===== src/rtl/lza_normalizer.sv =====
// LZA consumer: leading-one count, left normalization, 1-bit correction.
// Two-stage valid/ready pipeline between significand adder and rounding.
module lza_normalizer #(
    parameter int SWR = 26,
    parameter int SWD = 5
) (
    input  logic           clk,
    input  logic           rst,
    input  logic           in_valid_i,
    output logic           in_ready_o,
    input  logic [SWR-1:0] S_i,
    input  logic [SWR-1:0] Sig_i,
    output logic           out_valid_o,
    input  logic           out_ready_i,
    output logic [SWR-1:0] Sig_o,
    output logic [SWD-1:0] Shift_o,
    output logic           Corr_o,
    output logic           Zero_o
);

    logic           r_s1_valid;
    logic [SWR-1:0] r_s1_sig;
    logic [SWD-1:0] r_s1_k;
    logic           r_s1_zero;

    logic           r_out_valid;
    logic [SWR-1:0] r_sig;
    logic [SWD-1:0] r_shift;
    logic           r_corr;
    logic           r_zero;

    logic           w_s2_adv;
    logic           w_s1_adv;
    logic [SWD-1:0] w_k;
    logic           w_s_zero;
    logic [SWR-1:0] w_t;
    logic [SWR-1:0] w_sig;
    logic [SWD-1:0] w_shift;
    logic           w_corr;
    logic           w_zero;

    assign w_s2_adv   = !r_out_valid || out_ready_i;
    assign w_s1_adv   = !r_s1_valid || w_s2_adv;
    assign in_ready_o = w_s1_adv;

    // Highest set bit wins since the scan runs LSB to MSB.
    always_comb begin
        w_k      = SWD'(SWR);
        w_s_zero = ~|S_i;
        for (int i = 0; i < SWR; i++) begin
            if (S_i[i]) begin
                w_k = SWD'(SWR - 1 - i);
            end
        end
    end

    // A miss by more than one position (or a zero significand) yields zero.
    always_comb begin
        w_t     = r_s1_sig << r_s1_k;
        w_sig   = '0;
        w_shift = SWD'(SWR);
        w_corr  = 1'b0;
        w_zero  = 1'b1;
        if (!r_s1_zero) begin
            if (w_t[SWR-1]) begin
                w_sig   = w_t;
                w_shift = r_s1_k;
                w_zero  = 1'b0;
            end else if (w_t[SWR-2]) begin
                w_sig   = {w_t[SWR-2:0], 1'b0};
                w_shift = r_s1_k + 1'b1;
                w_corr  = 1'b1;
                w_zero  = 1'b0;
            end
        end
    end

    always_ff @(posedge clk) begin
        if (rst) begin
            r_s1_valid <= 1'b0;
            r_s1_sig   <= '0;
            r_s1_k     <= '0;
            r_s1_zero  <= 1'b0;
        end else if (w_s1_adv) begin
            r_s1_valid <= in_valid_i;
            if (in_valid_i) begin
                r_s1_sig  <= Sig_i;
                r_s1_k    <= w_k;
                r_s1_zero <= w_s_zero;
            end
        end
    end

    always_ff @(posedge clk) begin
        if (rst) begin
            r_out_valid <= 1'b0;
            r_sig       <= '0;
            r_shift     <= '0;
            r_corr      <= 1'b0;
            r_zero      <= 1'b0;
        end else if (w_s2_adv) begin
            r_out_valid <= r_s1_valid;
            if (r_s1_valid) begin
                r_sig   <= w_sig;
                r_shift <= w_shift;
                r_corr  <= w_corr;
                r_zero  <= w_zero;
            end
        end
    end

    assign out_valid_o = r_out_valid;
    assign Sig_o       = r_sig;
    assign Shift_o     = r_shift;
    assign Corr_o      = r_corr;
    assign Zero_o      = r_zero;

endmodule


===== config.mk =====
export PLATFORM = sky130hd
export DESIGN_NAME = lza_normalizer
export DESIGN_NICKNAME = d
export VERILOG_FILES = /design/src/rtl/lza_normalizer.sv
export SDC_FILE = /design/constraint.sdc
export NUM_CORES = 1
export LEC_CHECK = 0
export ABC_AREA = 1
export BUFFER_PORTS_ARGS = -buffer_cell sky130_fd_sc_hd__buf_2
export CAP_MARGIN = 20
export CORE_AREA = 2 2 94 96
export CTS_CLUSTER_SIZE = 20
export DETAILED_ROUTE_END_ITERATION = 10
export DIE_AREA = 0 0 96 98
export GPL_TIMING_DRIVEN = 1
export PLACE_DENSITY = 0.8
export SETUP_SLACK_MARGIN = 0.15
export SYNTH_ARGS = -nofsm -noshare
export SYNTH_HDL_FRONTEND = slang
export SYNTH_SLANG_ARGS = --single-unit

===== constraint.sdc =====
create_clock -name clk -period 1.77 [get_ports clk]
set_input_delay 0 -clock clk [delete_from_list [all_inputs] [get_ports clk]]
set_output_delay 0 -clock clk [all_outputs]
set_load 0.1 [all_outputs]

==> run summary <==
The number of nets in the layout is 893, and the pre-CTS setup slack is -497 ps. Synthesis handed over a netlist of 636 instances. The region available for standard cell placement spans 8470 um^2.

The number of antenna violations at the first check in global routing is 0, and the wire length of the first global-routing pass is 20700 um. The clock network burns 32.8% of the power. Measured along the y axis, the die boundary spans 98 um.

Summed over all nets, the switching power comes to 1.52 mW. The number of antenna diodes in the final layout is 0. The weighted congestion at the end of routability-driven global placement was 0.932. For this run the aggregate overflow at the end of global routing stands at 0.

For this run, the leading register cell type out of synthesis is dfxtp_1. Of all nets on the critical path, the largest fanout is 10. For this configuration, the core starts out at a cell density of 48.6%. Shortest period the worst path allows: 2380 ps. TritonCTS built the clock tree. The total area of multi-input combinational cells was 2490 um^2. The average instance in the mapped netlist occupies 6.47 um^2. For the worst-skew pair, the clock arrives at the later sink with an insertion delay of 370 ps. The synthesized netlist contains 39 unique library cells.

The tools report the final number of hold-violating endpoints as 0. Setup repair after global routing could not meet its margin everywhere. For this run, design rule violations remaining after detail routing come to 0. Derived from the worst setup path, the maximum achievable clock frequency is 0.421 GHz.

After the first detailed-routing iteration, the DRC count stood at 253. 91 I/O pins were placed. The placed instances occupy a cell area of 5200 um^2. The total routed wirelength came out at 13500 um. For this run, the number of standard cells in the final layout without fillers is 949. Summed over its instances, the top area cell type makes up 32.6% of the synthesized netlist area. For this design the ratio of total power to cell area is 714 nW/um^2. The checks that failed: setup timing.

The worst-case IR drop observed on VDD is 490 uV. Number of synthesized flops with an enable pin: 0. dfxtp_1 takes more of the synthesized area than any other cell. After synthesis, the cell types taking the most area are dfxtp_1, nand2_1, o21ai_0. The post-synthesis net count is 693, and the post-route clock period utilization is 134%. In this run the static leakage power is 2.94 nW. Counting flops with an async set or reset pin after synthesis yields a share of 0%. Summing all non-filler instances in the final layout gives an area of 6240 um^2.

Counting instances in the post-synthesis netlist gives the leading cell types as nand2_1, dfxtp_1, inv_1. The filler cells instantiated in the layout total 620. The tools report the number of global-route vias before repair as 4535.

The number of placement rows was 34; the number of instances in the placed design was 875. The sequential area share after synthesis is 32.6%. The count of buffers inserted at the top-level ports was 90; the number of setup violations in the final report was 33.

For the maximum buffer depth of the clock tree, the log shows 2. STA classifies the critical path startpoint as a flop. CTS saw 67 sinks. The final route contains 4960 vias. STA puts the critical path data required time at 2040 ps. In the final routed layout, each cell accounts on average for 14.2 um.

The die covers 9410 um^2. The count of nets left with antenna violations once routing finished came out at 0. Global routing consumed, over all layers together, 27.0% of the routing resources. The tools report the slack of the critical path as -608 ps.

The relative slew slack was 67.4%. Yosys printed 0 warnings. The run gives 0 as the final-report max-slew violation count. The transition time of the tightest slew-check pin was 492 ps; the total of flip-flops plus latches after synthesis was 67. Yosys instantiated no cell more often than nand2_1. The critical path is of the reg -> reg type.

Count of max-cap constraint violations: 0. The path class of the lowest-slack min-delay path is in -> reg. The layout overhead on the synthesized area is 51.7%, and the critical path data arrival time is 2650 ps. Summing every instance area after synthesis gives 4120 um^2. The tree is rooted in a clkbuf_8. The run gives 9 as the total CTS buffers.

The internal power of the cells totals 2.94 mW. The type of element capturing the critical path is a flop. The post-DP HPWL is 8620 um, and the via count normalized by instance count is 5.23.

For the number of detailed-route iterations in the first pass, the log shows 6. Entering global routing, the biggest net connects 55 pins. The chip width is 96 um, and the power share of the sequential group is 36.7%.

The clock input transition at the sequential cells of the worst setup and hold paths came out at 70 ps. The area of all sequential standard cells was 1350 um^2. The run finished, with violations left. Cells with a size suffix above 1 make up 32.7% of the layout. CTS built an H-tree with a depth of 3.

The setup clock skew after layout is 16.5 ps, and the switching share of power is 34.1%. The combinational share of power is 30.5%.
[state kept, by name, summed over array words and instances, names as in the netlist]
name,count
Sig_o,26
r_s1_sig,26
Shift_o,5
r_s1_k,5
Corr_o,1
Zero_o,1
out_valid_o,1
r_s1_valid,1
r_s1_zero,1
[worst max-delay path, stage by stage, from the launching register on]
cell and delay [ps]:
dfxtp_4 410, buf_12 150, buf_16 130, nand2_2 50
o21ai_2 50, mux2i_1 150, inv_1 100, o21ai_2 210
o21ai_2 90, nand2_2 100, nand2_4 90, nor3_4 210
buf_4 170, clkbuf_16 150, nand2_1 60, a31oi_1 160
[through the flow]
step	total power [mW]	hold slack (ps)	util, %	setup TNS, ps
CTS	4.31	24.4	69.8	-10820
detailed placement	2.78	265	61.5	-12560
global placement	2.76	248	61.5	-10400
floorplan	2.38	165	-	-4430
finish	4.46	14.8	73.8	-15960
global route	4.65	41.2	73.8	-20790
[power groups by stage]
stage / Clock, mW / Combinational (mW) / Sequential (mW)
after detailed placement: 0 / 1.11 / 1.66
after CTS: 1.46 / 1.22 / 1.63
after global routing: 1.55 / 1.46 / 1.64
after global placement: 0 / 1.10 / 1.66
final: 1.46 / 1.36 / 1.64
after floorplan: 0 / 0.508 / 1.87
[timing repair]
item,CTS,global route
endpoints found under the setup margin,33,33
cloned,1,6
gates resized for setup,23,35
setup buffers,8,11
hold buffers,32,0
pin swaps,4,14
endpoints found under the hold margin,31,0
[routing by layer]
layer,wire [um],track usage [%],up-vias
li1,-,-,2488
met1,5830,35.6,2281
met2,6820,45.4,169
met3,652,3.32,22
met4,211,8.57,0
met5,0,0,-
[cell type report]
| type | count | share of cell area (%) |
|---|---|---|
| clock buffer | 9 | 1.98 |
| clock inverter | 7 | 1.62 |
| inverter | 70 | 4.33 |
| multi-input combinational | 459 | 39.9 |
| sequential | 67 | 21.6 |
| tap | 108 | 2.16 |
| timing repair buffer | 229 | 28.4 |
[kinds of logic (layout without fill, tap and decap cells)]
family / after synthesis / after routing / share of synthesized area, %
and+or+nand+nor: 262 / 263 / 26.2
AOI/OAI and AO/OA: 171 / 171 / 23.2
buffers and inverters: 111 / 315 / 11.9
DFF: 67 / 67 / 32.6
muxes: 22 / 22 / 5.35
xor gates and xnor gates: 2 / 2 / 0.426
adders and majority gates: 1 / 1 / 0.304
[placed cells by master, fill, tap and decap left out, drive strengths merged]
cell type,Yosys,final
a221oi,1,1
ha,1,1
clkinvlp,0,2
nand3,17,17
a211oi,3,3
nand3b,1,1
a21oi,44,44
buf,22,192
nor2,60,61
nor3,3,3
nand2,177,177
clkbuf,19,14
o21ai,82,82
nand4,1,1
dfxtp,67,67
clkinv,0,2
o31ai,1,1
o221ai,2,2
mux2i,22,22
o211ai,5,5
xor2,2,2
a31oi,25,25
a22oi,5,5
o311ai,3,3
inv,70,71
bufinv,0,2
or2,3,3
dlygate4sd3,0,32
[worst paths after layout]
| path | from | end | slack (ps) | cells past startpoint |
|---|---|---|---|---|
| setup / recovery | r_s1_k[0] | Sig_o[20] | -610 | 15 |
| hold / removal | S_i[24] | r_s1_k[0] | 10 | 5 |
| setup reg to reg | r_s1_k[0] | Sig_o[20] | -610 | 15 |
| hold reg to reg | Corr_o | Corr_o | 470 | 2 |
No activity file was read; power rests on OpenSTA's default activity.
